<file path="src/rtl/uart_frame_tx.sv">
// Packetiser in front of a byte-level UART transmitter.
// Emits HEAD0 HEAD1 LEN {lo,hi}*LEN CHK and aborts the frame if a byte is never acknowledged.
module uart_frame_tx #(
    parameter int unsigned MAX_LEN     = 64,
    parameter logic [7:0]  HEAD0       = 8'h55,
    parameter logic [7:0]  HEAD1       = 8'hAA,
    parameter int unsigned TIMEOUT_CYC = 200000
) (
    input  logic        clk,
    input  logic        rst_n,
    input  logic        frame_start_i,
    input  logic [7:0]  frame_len_i,
    input  logic        sample_valid_i,
    input  logic [15:0] sample_data_i,
    output logic        sample_ready_o,
    output logic        tx_start_o,
    output logic [7:0]  tx_data_o,
    input  logic        tx_done_i,
    output logic        busy_o,
    output logic        frame_done_o,
    output logic        err_o
);

    localparam int unsigned WdW     = $clog2(TIMEOUT_CYC + 1);
    localparam logic [7:0]  MaxLen8 = 8'(MAX_LEN);

    typedef enum logic [2:0] {StIdle, StSend, StWaitDone, StFetch, StEnd} state_e;
    typedef enum logic [2:0] {SelHead0, SelHead1, SelLen, SelLo, SelHi, SelChk} sel_e;

    state_e           state_q;
    sel_e             sel_q;
    logic [7:0]       len_q;
    logic [7:0]       cnt_q;
    logic [7:0]       chk_q;
    logic [15:0]      word_q;
    logic [WdW-1:0]   wd_q;
    logic [7:0]       cur_byte;

    always_comb begin
        cur_byte = HEAD0;
        case (sel_q)
            SelHead0: cur_byte = HEAD0;
            SelHead1: cur_byte = HEAD1;
            SelLen:   cur_byte = len_q;
            SelLo:    cur_byte = word_q[7:0];
            SelHi:    cur_byte = word_q[15:8];
            SelChk:   cur_byte = chk_q;
            default:  cur_byte = HEAD0;
        endcase
    end

    always_ff @(posedge clk or negedge rst_n) begin
        if (!rst_n) begin
            state_q        <= StIdle;
            sel_q          <= SelHead0;
            len_q          <= 8'h00;
            cnt_q          <= 8'h00;
            chk_q          <= 8'h00;
            word_q         <= 16'h0000;
            wd_q           <= '0;
            sample_ready_o <= 1'b0;
            tx_start_o     <= 1'b0;
            tx_data_o      <= 8'h00;
            busy_o         <= 1'b0;
            frame_done_o   <= 1'b0;
            err_o          <= 1'b0;
        end else begin
            tx_start_o   <= 1'b0;
            frame_done_o <= 1'b0;
            err_o        <= 1'b0;
            case (state_q)
                StIdle: begin
                    if (frame_start_i) begin
                        if (frame_len_i == 8'h00 || frame_len_i > MaxLen8) begin
                            err_o <= 1'b1;
                        end else begin
                            len_q   <= frame_len_i;
                            chk_q   <= 8'h00;
                            cnt_q   <= 8'h00;
                            sel_q   <= SelHead0;
                            busy_o  <= 1'b1;
                            state_q <= StSend;
                        end
                    end
                end
                StSend: begin
                    tx_start_o <= 1'b1;
                    tx_data_o  <= cur_byte;
                    wd_q       <= '0;
                    // Headers are excluded from the checksum.
                    if (sel_q inside {SelLen, SelLo, SelHi}) begin
                        chk_q <= chk_q + cur_byte;
                    end
                    state_q <= StWaitDone;
                end
                StWaitDone: begin
                    if (tx_done_i) begin
                        case (sel_q)
                            SelHead0: begin
                                sel_q   <= SelHead1;
                                state_q <= StSend;
                            end
                            SelHead1: begin
                                sel_q   <= SelLen;
                                state_q <= StSend;
                            end
                            SelLen: begin
                                sample_ready_o <= 1'b1;
                                state_q        <= StFetch;
                            end
                            SelLo: begin
                                sel_q   <= SelHi;
                                state_q <= StSend;
                            end
                            SelHi: begin
                                cnt_q <= cnt_q + 8'd1;
                                if (cnt_q + 8'd1 == len_q) begin
                                    sel_q   <= SelChk;
                                    state_q <= StSend;
                                end else begin
                                    sample_ready_o <= 1'b1;
                                    state_q        <= StFetch;
                                end
                            end
                            SelChk: begin
                                frame_done_o <= 1'b1;
                                busy_o       <= 1'b0;
                                state_q      <= StEnd;
                            end
                            default: begin
                                busy_o  <= 1'b0;
                                state_q <= StIdle;
                            end
                        endcase
                    end else if (wd_q + WdW'(1) == WdW'(TIMEOUT_CYC)) begin
                        err_o   <= 1'b1;
                        busy_o  <= 1'b0;
                        state_q <= StIdle;
                    end else begin
                        wd_q <= wd_q + WdW'(1);
                    end
                end
                StFetch: begin
                    if (sample_valid_i && sample_ready_o) begin
                        word_q         <= sample_data_i;
                        sample_ready_o <= 1'b0;
                        sel_q          <= SelLo;
                        state_q        <= StSend;
                    end
                end
                // One dead cycle so a start coincident with frame_done_o is dropped.
                StEnd: state_q <= StIdle;
                default: begin
                    busy_o  <= 1'b0;
                    state_q <= StIdle;
                end
            endcase
        end
    end

endmodule
</file>
<file path="config.mk">
export PLATFORM = sky130hd
export DESIGN_NAME = uart_frame_tx
export DESIGN_NICKNAME = d
export VERILOG_FILES = /design/src/rtl/uart_frame_tx.sv
export SDC_FILE = /design/constraint.sdc
export NUM_CORES = 1
export LEC_CHECK = 0
export ABC_AREA = 1
export BUFFER_PORTS_ARGS = -buffer_cell sky130_fd_sc_hd__buf_2
export CORE_MARGIN = 8
export CORE_UTILIZATION = 55
export CTS_BUF_LIST = sky130_fd_sc_hd__clkbuf_8
export CTS_CLUSTER_DIAMETER = 50
export DETAILED_ROUTE_END_ITERATION = 8
export PLACE_DENSITY_LB_ADDON = 0.05
export SLEW_MARGIN = 0
export SYNTH_ARGS = -nofsm -noshare
export SYNTH_HDL_FRONTEND = slang
export SYNTH_SLANG_ARGS = --single-unit
</file>
<file path="constraint.sdc">
create_clock -name clk -period 3.1 [get_ports clk]
set_clock_uncertainty 0.05 [all_clocks]
set_input_delay 0 -clock clk [delete_from_list [all_inputs] [get_ports clk]]
set_output_delay 0 -clock clk [all_outputs]
set_load 0.02 [all_outputs]
</file>
* After elaboration in Yosys (flattened, before gate mapping)
Cells that the tools add are included.
** Storage, ports and cells
- Input bits :: 29
- Output and inout bits :: 13
- Register bits :: 77
- Word-level logic and storage cells :: 113
** Operators by class
- Magnitude comparators :: 1
- Add/subtract/negate cells :: 3
- Mux-type cells :: 46
- Eq/ne operators :: 25
- Reduce and logical (&&, ||, !) cells :: 23
- Bitwise logic cells :: 2
** Operators by type and width (count)
- two-way mux 8 bit :: 5
- one-hot mux 8 bit (5 select lines) :: 1
- two-way mux 18 bit :: 2
- one-hot mux 18 bit (2 select lines) :: 1
- one-hot mux 3 bit (4 select lines) :: 3
- one-hot mux 8 bit (2 select lines) :: 2
- two-way mux 3 bit :: 10
- adder 18 x 1 -> 18 bit, second input constant :: 1
- == test 18 bit, second input constant :: 1
- two-way mux 1 bit :: 16
- != test 2 bit, second input constant :: 8
- != test 3 bit, second input constant :: 5
- AND reduction 5 bit :: 3
- == test 3 x 2 -> 1 bit, second input constant :: 4
- == test 3 bit, second input constant :: 3
- one-hot mux 3 bit (3 select lines) :: 1
- adder 8 x 1 -> 8 bit, second input constant :: 1
- adder 8 bit :: 1
- == test 8 bit :: 1
- > comparator 8 x 7 -> 1 bit, second input constant :: 1
- logical NOT 8 bit :: 1
- AND reduction 4 bit :: 2
- nonzero test 2 bit :: 4
- AND reduction 7 bit :: 1
- other kinds (14) :: 22

* Logic depth before layout (Yosys ltp)
Gate-level depths: netlist (run 1).
- Depth after elaboration :: 6
- Gate-level depth with buffers :: 18
- Depth with buffers taken out :: 17

* Least setup slack after synthesis (run 1)
OpenSTA, ideal clock, no wires.
- Path kind :: register to register
- Start :: reg sel_q[2]
- End :: reg chk_q[6]
- Arrival time :: 2574 ps
- Slack :: 348 ps
- Required time :: 2921 ps
- Cell stages (with the launch flop) :: 17
- Path buffers :: 1
- Clock period less this slack :: 2752 ps
- Setup time :: 129 ps
- Cells stage by stage :: dfrtp_1 > clkbuf_1 > nor2_1 > inv_1 > nor2_1 > inv_1 > nand2_1 > o2111ai_1 > ha_1 > fa_1 > a31oi_1 > nor2_1 > nor2_1 > nor2_1 > nor2_1 > xor2_1 > o21ai_0
** On the way
- Word-level cells in the longest chain between the ends :: 5
- Elaborated cells on any way between the ends :: 12
- Those cells by class :: add/sub: 1; eq/ne: 6; mux: 3; reduce/logical: 2
** RTL lines
- start, declared :: line 31 : sel_e sel_q;
- start signal, assigned :: line 55 : sel_q <= SelHead0;
- start signal, assigned :: line 80 : sel_q <= SelHead0;
- start signal, assigned :: line 100 : sel_q <= SelHead1;
- == test 3 bit, or another cell as far along :: line 41 : case (sel_q)
- one-hot mux 8 bit (5 select lines) * :: line 41
- named net cur_byte[0] :: line 37 : logic [7:0] cur_byte;
- adder 8 bit * :: line 92 : chk_q <= chk_q + cur_byte;
- two-way mux 8 bit * :: line 91 : if (sel_q inside {SelLen, SelLo, SelHi}) begin
- one-hot mux 8 bit (2 select lines) * :: line 71 : case (state_q)
- end signal, assigned :: line 92
- end, declared :: line 34 : logic [7:0] chk_q;
The timed path passes the listed nets; every way through them passes the cells marked *. The select of a mux whose other input is x is not followed.
A chain may end at the register's enable or synchronous reset.

* Final worst setup path (run 1)
Ends and elaborated chain as after synthesis.

==> metrics.md, run 1 <==
| Metric | Value |
|---|---|
| Fmax | roughly 350 MHz |
| Slowest stage delay, CP | 0.49 ns |
| Sequential share of the synthesized area | 0.4036 |
| H-tree levels | 3 |
| Pins Over Slew Limit | 0 |
| Design area | 5622 um^2 |
| Crit share post-route | 0.9271 |
| Max_cap viols | 0 |
| Crit Path Category | reg2reg |
| Worst Hold End | len_q[0] |
| CTS Buffer Depth | 2 |
| Final hold vios | 0 |
| Dpl cells | 793 |
| Synth top area cells | dfrtp_1 (40%), nand2_1 (18%), inv_1 (5.4%) |
| Initial antenna violation count | 0 |
| Chip height | between 100 and 150 um |
| Root buffer cell | clkbuf_8 |
| CP Buf/Inv Count | 1 |
| Area delta synth->final | 17.74% |
| Clock transition at path regs | 0.09 ns |
| DP Worst Slack | roughly 0.080 ns |
| Clk_lat worst skew | 0.36 ns |
| PortBufs | 41 |
| Post-synth top area share | 0.4036 |
| Critical Path RT | 3.28 ns |
| Most used DFF post-synth | dfrtp_1 |
| Synth Area per Inst | 7.380 um^2 |
| Crit start category | flip-flop |
| R2r setup slk | 0.23 ns |
| Routability Congestion | 0.9543 |
| First-pass GRT wire length | 20,510 um |
| Share of cells above drive strength 1 | 0.1909 |
| Setup crit end kind | flip-flop |
| Status | finished, final reports clean |
| Final setup fails | 0 |
| Yosys top cell by area | dfrtp_1 |
| Die width | 109.2 um |
| CORE AREA | ~8600 um^2 |
| Worst-Margin Slew | ~0.95 ns |
| Fill cells | around 760 |
| Hold slack | 0.03880 ns |
| P per Cell Area | 751.9 nW/um^2 |
| Antenna viol nets, final | 0 |
| Netlist cell types | 45 |
| Total power | 4.227 mW |
| GRT Util Overall | 0.2145 |
| Final nets | 765 |
| Post-synthesis net count | 689 |
| EDFF count, synth | 0 |
| Async SR Flop Fraction | 1.000 |
| Worst Path Arrival | around 3.1 ns |
| Reg-to-Reg Start | sel_q[2] |
| Cells after synthesis | around 650 |
| Leakage power figure | approximately 2.8 nW |
| CP top delay family | adder cells |
| Non-Filler Instances | 836 |
| Num Clock Sinks | 77 |
| DRT iter0 DRCs | roughly 260 |
| Register bit total from synthesis | 77 |
| Hold Path Cell Cnt | 6 |
| Num CTS Buffers | 9 |
| CP startpoint | sel_q[2] |
| Congestion Overflow GR | 0 |
| Slowest CP cell | dfrtp_2 |
| Hold path start | frame_len_i[7] |
| Critical Path Fanout Max | 7 |
| Placed Instance Area | a little over 5000 um^2 |
| Starting Density | 0.5584 |
| Antenna cells | 0 |
| Most numerous cell on the critical path | nor2_1 |
| Reg area | 1929 um^2 |
| Largest net degree at the start of global routing | 78 |
| Number of global-route vias before repair | ~4,300 |
| Hold Path Class | in2reg |
| Syn. warnings | 0 |
| Worst reg2reg path depth | 13 |
| Post-route DRC | 0 |
| Minimum clock period | 2.874 ns |
| Detailed placement HPWL | 8577 um |
| Relative slew margins | 0.3673 |
| I/O pin cnt | 42 |
| Reg-to-reg endpoint | chk_q[6] |
| Vias per std cell | 5.211 |
| Maximum vdd drop | 0.0004923 V |
| Rows | 34 |
| Die area | 11,920 um^2 |
| Post-Syn Area | 4775 um^2 |
| Final worst slack | 0.2260 ns |
| Drt total wl | 11,750 um |
| Cell Chain, Critical Path | inv_1, ha_1, nand2_2, o2111ai_1, ha_1, fa_1, a31oi_2, nor2_1, nor2_1, nor2_1, nor2_1, xor2_1, o21ai_0 |
| CTS tree | done |
| Vias | around 4,400 |
| First-pass DRT Iterations | 5 |
| Wire length per cell | around 14 um |
| Multi-input logic area | 2544 um^2 |
-- where the power goes --
part           internal, mW  switching [mW]
Combinational         0.661            1.14
Sequential             1.33           0.293
Clock                 0.400           0.402
-- cells in the mapped netlist, types with 3 or more instances --
cell type and n:
dfrtp_1 77, a221oi_1 3, clkbuf_1 4, a21oi_1 8, nand3b_1 3, nor3_1 5
o22ai_1 11, nand2_4 3, inv_1 69, nand2_2 33, nand4_1 12, nor2_4 5
ha_1 12, nor2_1 50, nor2_2 11, or2_2 3, a22oi_1 4, xnor2_1 3
xor2_1 8, o2111ai_1 4, nand2_1 227, nand3_1 40, o21ai_0 24
-- worst max-delay path by stage --
stage / slack (ns) / end / cells past startpoint
6_report: 0.23 / chk_q[6] / 13
5_1_grt: -0.03 / chk_q[6] / 16
4_1_cts: 0.06 / chk_q[6] / 16
3_5_place_dp: 0.08 / chk_q[6] / 15
3_3_place_gp: 0.23 / chk_q[6] / 15
2_1_floorplan: 0.35 / chk_q[6] / 16
-- layout make-up --
cell class	count	share of cell area
Clock buffer	10	0.02448
Clock inverter	6	0.01246
Inverter	72	0.04807
Multi-Input combinational cell	487	0.4525
Sequential cell	77	0.3432
Tap cell	108	0.02404
Timing Repair Buffer	76	0.09526
-- layout by cell type (no fill, tap or decap), drive strengths merged, types with 4 or more instances in the layout --
| cell type | instances |
|---|---|
| nand3 | 42 |
| inv | 71 |
| nand2 | 264 |
| clkinv | 6 |
| nor3 | 8 |
| o2111ai | 4 |
| clkbuf | 10 |
| o21ai | 27 |
| nor2 | 66 |
| nand4 | 12 |
| a21oi | 9 |
| a22oi | 4 |
| o22ai | 11 |
| xor2 | 8 |
| dlygate4sd3 | 26 |
| buf | 50 |
| ha | 12 |
| dfrtp | 77 |
-- worst register-to-register path, delay by kind of cell (launching register included) --
family / cells / cell delay (ns)
and+or+nand+nor: 5 / 0.43
DFF: 1 / 0.49
AOI/OAI and AO/OA: 3 / 0.45
buffers and inverters: 1 / 0.13
xor gates and xnor gates: 1 / 0.16
adders and majority gates: 3 / 1.04
-- flip-flops by register name (all words and copies together), names as in the netlist, 3 cells and up --
register   cells
chk_q          8
cnt_q          8
len_q          8
sel_q          3
state_q        3
tx_data_o      8
wd_q          18
word_q        16
-- metrics by stage --
stage / setup TNS [ns] / util
finish: 0 / 0.6574
global route: -0.03404 / 0.6574
CTS: 0 / 0.6519
detailed placement: 0 / 0.5972
global placement: 0 / 0.5972
floorplan: 0 / -
-- kinds of logic after synthesis --
group	after synthesis	share of synthesized area
adder cells (fa/ha/maj)	13	0.03564
AO/OA/AOI/OAI	62	0.07915
flip-flops	77	0.4036
multiplexers	1	0.002097
AND/OR/NAND/NOR	399	0.3831
XOR/XNOR	12	0.02490
buffers and inverters	83	0.07154
-- routing by layer --
metal | part of all wire | global-route usage | routed length (um) | up-vias
met3 | 0.048 | 0.04905 | 563 | 21
met1 | 0.48 | 0.2871 | 5590 | 2011
met5 | 0 | 0 | 0 | -
met2 | 0.46 | 0.3384 | 5352 | 104
met4 | 0.021 | 0.06557 | 242 | 0
li1 | - | - | - | 2220
-- what timing repair did --
item / in CTS / in global routing
hold buffers: 26 / 0
hold endpoints to repair: 102 / 0
setup buffers: 0 / 1
gates resized for setup: 0 / 13
setup endpoints to repair: 0 / 3
(Power assumes the default switching activity.)
==> run 2: changes to the inputs <==
--- a/config.mk
+++ b/config.mk
@@ -9,10 +9,10 @@
 export BUFFER_PORTS_ARGS = -buffer_cell sky130_fd_sc_hd__buf_2
 export CORE_MARGIN = 8
 export CORE_UTILIZATION = 55
-export CTS_BUF_LIST = sky130_fd_sc_hd__clkbuf_8
 export CTS_CLUSTER_DIAMETER = 50
 export DETAILED_ROUTE_END_ITERATION = 8
-export PLACE_DENSITY_LB_ADDON = 0.05
+export HOLD_SLACK_MARGIN = 0.1
+export PLACE_DENSITY = 0.77
 export SLEW_MARGIN = 0
 export SYNTH_ARGS = -nofsm -noshare
 export SYNTH_HDL_FRONTEND = slang
==> run 2 against run 1 <==
Net effect: non-clock buffer count is 6 higher; setup slack worse by 0.079 ns; sequential power hardly changed; critical path depth stayed put; flip-flop and latch count stayed put; cell count is 0.48% higher; design area is 1.3% higher; clock power is 14% higher; routed wire length is 5.5% higher; global-route usage is 0.096 points higher; fmax is 2.7% lower; largest cell class unchanged.
==> metrics.md, run 2 (same netlist as run 1, synthesis figures left out) <==
| Metric | Value |
|---|---|
| Root buffer cell | clkbuf_8 |
| Hold Path Cell Cnt | 5 (-1) |
| Leakage power figure | 2.808 nW (+0.92%) |
| Most flop-heavy register | wd_q |
| Post-route DRC | 0 (unchanged) |
| Worst Hold End | wd_q[9] |
| Die area | 11,920 um^2 (unchanged) |
| Reg-to-reg endpoint | chk_q[6] |
| Final TNS setup | 0 ns (unchanged) |
| Final setup fails | 0 (unchanged) |
| Crit share post-route | 0.9527 (+0.02561) |
| Antenna cells | 0 (unchanged) |
| RSZ-0062 raised after global routing | true |
| PortBufs | 41 (unchanged) |
| Vias | 4,544 (+4.3%) |
| Clk_lat worst skew | 0.35 ns (about the same) |
| Minimum clock period | 2.953 ns (+0.07941 ns) |
| DRT iter0 DRCs | 265 (+1.1%) |
| Dpl cells | 792 (-0.13%) |
| Max FFs per register | 18 (unchanged) |
| Initial antenna violation count | 0 (unchanged) |
| Critical Path RT | 3.28 ns (about the same) |
| Clock transition at path regs | 0.08 ns (about the same) |
| H-tree levels | 3 (unchanged) |
| CORE AREA | 8551 um^2 (unchanged) |
| Wire length per cell | 14.76 um (+5.0%) |
| R2r setup slk | 0.15 ns (-0.08 ns) |
| CTS Buffer Depth | 2 (unchanged) |
| First-pass GRT wire length | 20,580 um (+0.34%) |
| Max_cap viols | 0 (unchanged) |
| Num Clock Sinks | 77 (unchanged) |
| Pins Over Slew Limit | 0 (unchanged) |
| P per Cell Area | 767.1 nW/um^2 (+2.0%) |
| Share of cells above drive strength 1 | 0.1776 (-0.01334) |
| Reg-to-Reg Start | sel_q[2] |
| Maximum vdd drop | 0.0004490 V (-8.8%) |
| First-pass DRT Iterations | 5 (unchanged) |
| Setup crit end kind | flip-flop |
| Final nets | 771 (+0.78%) |
| Routed wl met2 | 6011 um (+12%) |
| Fill cells | 693 (-9.2%) |
| Worst reg2reg path depth | 13 (unchanged) |
| Non-Filler Instances | 840 (+0.48%) |
| Relative slew margins | 0.3482 (-0.01914) |
| Met3 wire length | 721 um (+28%) |
| Rows | 34 (unchanged) |
| Design area | 5695 um^2 (+1.3%) |
| Final hold vios | 0 (unchanged) |
| Vias per std cell | 5.410 (+3.8%) |
| Number of global-route vias before repair | 4,399 (+1.9%) |
| Total power | 4.369 mW (+3.4%) |
| Crit Path Category | reg2reg |
| Detailed placement HPWL | 8451 um (-1.5%) |
| Chip height | 109.2 um (unchanged) |
| Largest registers | wd_q x18, word_q x16 |
| Commonest non-fill, non-tap cell in the layout | nand2_1 |
| Hold path start | tx_done_i |
| Hold Path Class | in2reg |
| CTS tree | done |
| GRT Util Overall | 0.2154 (+0.0009554) |
| I/O pin cnt | 42 (unchanged) |
| Starting Density | 0.5584 (unchanged) |
| CP startpoint | sel_q[2] |
| Area delta synth->final | 19.29% |
| Met1 WL | 5327 um (-4.7%) |
| Routability Congestion | 0.9476 (-0.70%) |
| Most frequent cells in the layout | nand2_1 (226), dfrtp_1 (76), inv_1 (69) |
| Placed Instance Area | 5099 um^2 (-0.15%) |
| Max layer used | met4 |
| Fmax | 338.6 MHz (-2.7%) |
| Worst-Margin Slew | 0.9777 ns (+0.02871 ns) |
| Antenna viol nets, final | 0 (unchanged) |
| Largest net degree at the start of global routing | 78 (unchanged) |
| Worst Path Arrival | 3.13 ns (+0.07 ns) |
| Crit start category | flip-flop |
| Drt total wl | 12,400 um (+5.5%) |
| Critical Path Fanout Max | 7 (unchanged) |
| Die width | 109.2 um (unchanged) |
| Status | finished, final reports clean |
| Congestion Overflow GR | 0 (unchanged) |
| Num CTS Buffers | 9 (unchanged) |
## run 2: cell types whose count changed in the layout (fill, tap and decap cells not counted), sizes merged
cell         before  now
dlygate4sd3      26   34
clkinv            6    2
buf              50   48
bufinv            1    3
clkinvlp          0    1
inv              71   70
## run 2: routing by layer
metal	up-vias	global-route usage
met5	-	0
met2	151	0.3631
met4	0	0.09354
met1	2118	0.2617
li1	2242	-
met3	33	0.04433
## run 2: critical path: stages, from the launching register on
cell and delay [ns]:
dfrtp_1 0.52, inv_1 0.14, ha_1 0.35, nand2_2 0.15, o2111ai_1 0.17, ha_1 0.25, fa_1 0.42, a31oi_1 0.26
nor2_1 0.06, nor2_1 0.09, nor2_1 0.04, nor2_1 0.10, xor2_1 0.15, o21ai_0 0.08
## run 2: cell type report
class,instances,area (um^2),share of cell area
multi-input combinational,487,2526,0.4435
inverter,72,270.3,0.04745
sequential,77,1928,0.3385
tap,108,135.1,0.02373
clock buffer,10,137.6,0.02417
clock inverter,4,97.59,0.01714
timing repair buffer,82,600.6,0.1054
## run 2: what timing repair did
item | CTS | global route
endpoints found under the setup margin | 0 | 2
hold buffers | 34 | 0
gates resized for setup | 0 | 7
buffers inserted | 0 | 0
endpoints found under the hold margin | 102 | 0
## run 2: stage by stage
| step | setup WS, ns | hold slack (ns) | util |
|---|---|---|---|
| 6_report | 0.1465 | 0.1151 | 0.6661 |
| 5_1_grt | -0.1212 | 0.1648 | 0.6661 |
| 4_1_cts | 0.02197 | 0.1082 | 0.6636 |
| 3_5_place_dp | 0.05934 | 0.1557 | 0.5963 |
| 3_3_place_gp | 0.2588 | 0.1505 | 0.5963 |
| 2_1_floorplan | 0.3475 | -0.3456 | - |
## run 2: worst max-delay path by stage
stage	endpoint	slack [ns]	depth (start not counted)
after floorplan	chk_q[6]	0.35	16
after global placement	chk_q[6]	0.26	15
after detailed placement	chk_q[6]	0.06	15
after CTS	chk_q[6]	0.02	15
after global routing	chk_q[6]	-0.12	14
final	chk_q[6]	0.15	13
## run 2: power by group
| part | switching, mW | internal (mW) | leakage, nW | total, mW |
|---|---|---|---|---|
| combinational | 1.15 | 0.676 | 1.67 | 1.83 |
| sequential | 0.292 | 1.33 | 1.02 | 1.62 |
| clock | 0.370 | 0.548 | 0.114 | 0.918 |
==> run 3: changes to the inputs <==
==> constraint.sdc (replaced) <==
create_clock -name clk -period 2.9 [get_ports clk]
set_clock_uncertainty 0.05 [all_clocks]
set_input_delay 0 -clock clk [delete_from_list [all_inputs] [get_ports clk]]
set_output_delay 0 -clock clk [all_outputs]
set_load 0.02 [all_outputs]
==> run 3 against run 2 <==
Net effect: critical path depth increased by 1; total power rose by 6.8%; sequential power is 7% higher; largest power group unchanged; highest routed layer unchanged.
==> metrics.md, run 3 (same netlist as run 1, synthesis figures left out) <==
| Metric | Value |
|---|---|
| Commonest non-fill, non-tap cell in the layout | nand2_1 |
| Max FFs per register | 18 (unchanged) |
| CP top delay family | simple AND/OR/NAND/NOR gates |
| Detailed placement HPWL | 8554 um (+1.2%) |
| Maximum vdd drop | 0.0004374 V (-2.6%) |
| Slowest stage delay, CP | 0.43 ns (-0.09 ns) |
| PortBufs | 41 (unchanged) |
| Worst-Margin Slew | 0.9582 ns (-0.01956 ns) |
| P per Cell Area | 808.4 nW/um^2 (+5.4%) |
| Pins Over Slew Limit | 0 (unchanged) |
| Most flop-heavy register | wd_q |
| Placed Instance Area | 5136 um^2 (+0.74%) |
| Initial antenna violation count | 0 (unchanged) |
| Crit start category | flip-flop |
| Crit share post-route | 0.9557 (+0.003018) |
| Routability Congestion | 0.9385 (-0.96%) |
| CTS tree | done |
| Leakage power figure | 2.830 nW (+0.80%) |
| Most numerous cell on the critical path | nand2_1 |
| Die width | 109.2 um (unchanged) |
| Relative slew margins | 0.3612 (+0.01304) |
| DRT iter0 DRCs | 208 (-22%) |
| Final nets | 779 (+1.0%) |
| Hold slack | 0.2412 ns (+0.1260 ns) |
| Fmax | 360.8 MHz (+6.6%) |
| Clk_lat worst skew | 0.35 ns (about the same) |
| Setup crit end kind | flip-flop |
| CP Buf/Inv Count | 2 (+1) |
| Layer with the highest usage | met2 |
| Dpl cells | 797 (+0.63%) |
| Antenna cells | 0 (unchanged) |
| Crit Path Category | reg2reg |
| CORE AREA | 8551 um^2 (unchanged) |
| GRT Util Overall | 0.2141 (-0.001312) |
| H-tree levels | 3 (unchanged) |
| Worst Path Arrival | 2.95 ns (-0.18 ns) |
| Max_cap viols | 0 (unchanged) |
| Hold Path Class | in2reg |
| Share of cells above drive strength 1 | 0.1981 (+0.02052) |
| Total power | 4.664 mW (+6.8%) |
| Wire length per cell | 14.19 um (-3.8%) |
| Vias | 4,476 (-1.5%) |
| Critical Path RT | 3.08 ns (-0.20 ns) |
| Final TNS setup | 0 ns (unchanged) |
| Non-Filler Instances | 850 (+1.2%) |
| Slowest CP cell | dfrtp_2 |
| GR Layer Usage met1 | 0.2717 (+0.009933) |
| Post-route DRC | 0 (unchanged) |
| Cell Chain, Critical Path | inv_1, nor3_1, buf_4, a22oi_1, o2111ai_1, ha_1, a21oi_1, nand2_1, nand2_1, a21oi_1, nor2_1, nand2_1, nand2_1, o22ai_1 |
| Clock transition at path regs | 0.08 ns (about the same) |
| Met3 usage | 0.03901 (-0.005319) |
| Final design utilization | 0.6747 (+0.008634) |
| DP Worst Slack | -0.03667 ns (-0.09601 ns) |
| Drt total wl | 12,070 um (-2.7%) |
| I/O pin cnt | 42 (unchanged) |
| Chip height | 109.2 um (unchanged) |
| Most frequent cells in the layout | nand2_1 (227), dfrtp_1 (72), inv_1 (68) |
| R2r setup slk | 0.13 ns (-0.02 ns) |
| Num Clock Sinks | 77 (unchanged) |
| Number of global-route vias before repair | 4,459 (+1.4%) |
| Final hold vios | 0 (unchanged) |
| Final worst slack | 0.1283 ns (-0.01821 ns) |
| Starting Density | 0.5584 (unchanged) |
| RSZ-0062 raised after global routing | true |
| Num CTS Buffers | 9 (unchanged) |
| Fill cells | 688 (-0.72%) |
| First-pass GRT wire length | 20,530 um (-0.20%) |
| Minimum clock period | 2.772 ns (-0.1818 ns) |
| Critical Path Fanout Max | 5 (-2) |
| Die area | 11,920 um^2 (unchanged) |
| Area delta synth->final | 20.83% |
| Status | finished, final reports clean |
| First-pass DRT Iterations | 4 (-1) |
| Largest net degree at the start of global routing | 78 (unchanged) |
| CTS Buffer Depth | 2 (unchanged) |
| Antenna viol nets, final | 0 (unchanged) |
| Congestion Overflow GR | 0 (unchanged) |
| Root buffer cell | clkbuf_8 |
| Rows | 34 (unchanged) |
| Met2 Track Usage GR | 0.3531 (-0.009965) |
| Vias per std cell | 5.266 (-2.7%) |
| Final setup fails | 0 (unchanged) |
| Largest registers | wd_q x18, word_q x16 |
| Design area | 5769 um^2 (+1.3%) |
-- run 3: changes by cell type in the layout (fill, tap and decap cells not counted), moves of 2 or more --
cell      previous run  this run
nor2_1              48        46
buf_4                8        15
ha_2                 0         2
clkbuf_1             0         2
dfrtp_2              1         5
dfrtp_1             76        72
ha_1                12        10
clkinv_4             0         2
nor2_2              12        14
-- run 3: metal layers --
metal	share of wire	routed length [um]
met2	0.49	5890
met4	0.021	256
met5	0	0
met3	0.045	542
met1	0.45	5376
-- run 3: worst min-delay path, delay by kind of cell --
family / cells / cell delay [ns]
AOI/OAI and AO/OA: 1 / 0.04
buffers and inverters: 1 / 0.08
and+or+nand+nor: 5 / 0.50
-- run 3: repair_timing --
action / 4_1_cts / 5_1_grt
pin swaps: 0 / 3
gates resized for setup: 1 / 17
setup endpoints to repair: 1 / 6
endpoints found under the hold margin: 104 / 0
hold buffers: 35 / 0
setup buffers: 0 / 2
-- run 3: cell type report --
class                      instances  area [um^2]  area share
tap                              108        135.1     0.02342
multi-input combinational        487         2551      0.4422
timing repair buffer              90        663.1      0.1149
clock inverter                     5        85.08     0.01475
sequential                        77         1933      0.3351
clock buffer                      11        131.4     0.02277
inverter                          72        270.3     0.04684
-- run 3: path summary, 6_finish.rpt --
check | to | cells after the start | from
hold / removal | state_q[1] | 7 | frame_len_i[7]
max in group asynchronous | sel_q[1] | 2 | rst_n
hold reg to reg | word_q[15] | 2 | word_q[15]
setup reg to reg | chk_q[5] | 14 | sel_q[0]
setup / recovery | chk_q[5] | 14 | sel_q[0]
min in group asynchronous | wd_q[14] | 2 | rst_n
-- run 3: where the power goes --
| group | internal (mW) | switching, mW |
|---|---|---|
| Clock | 0.489 | 0.415 |
| Combinational | 0.771 | 1.26 |
| Sequential | 1.42 | 0.309 |
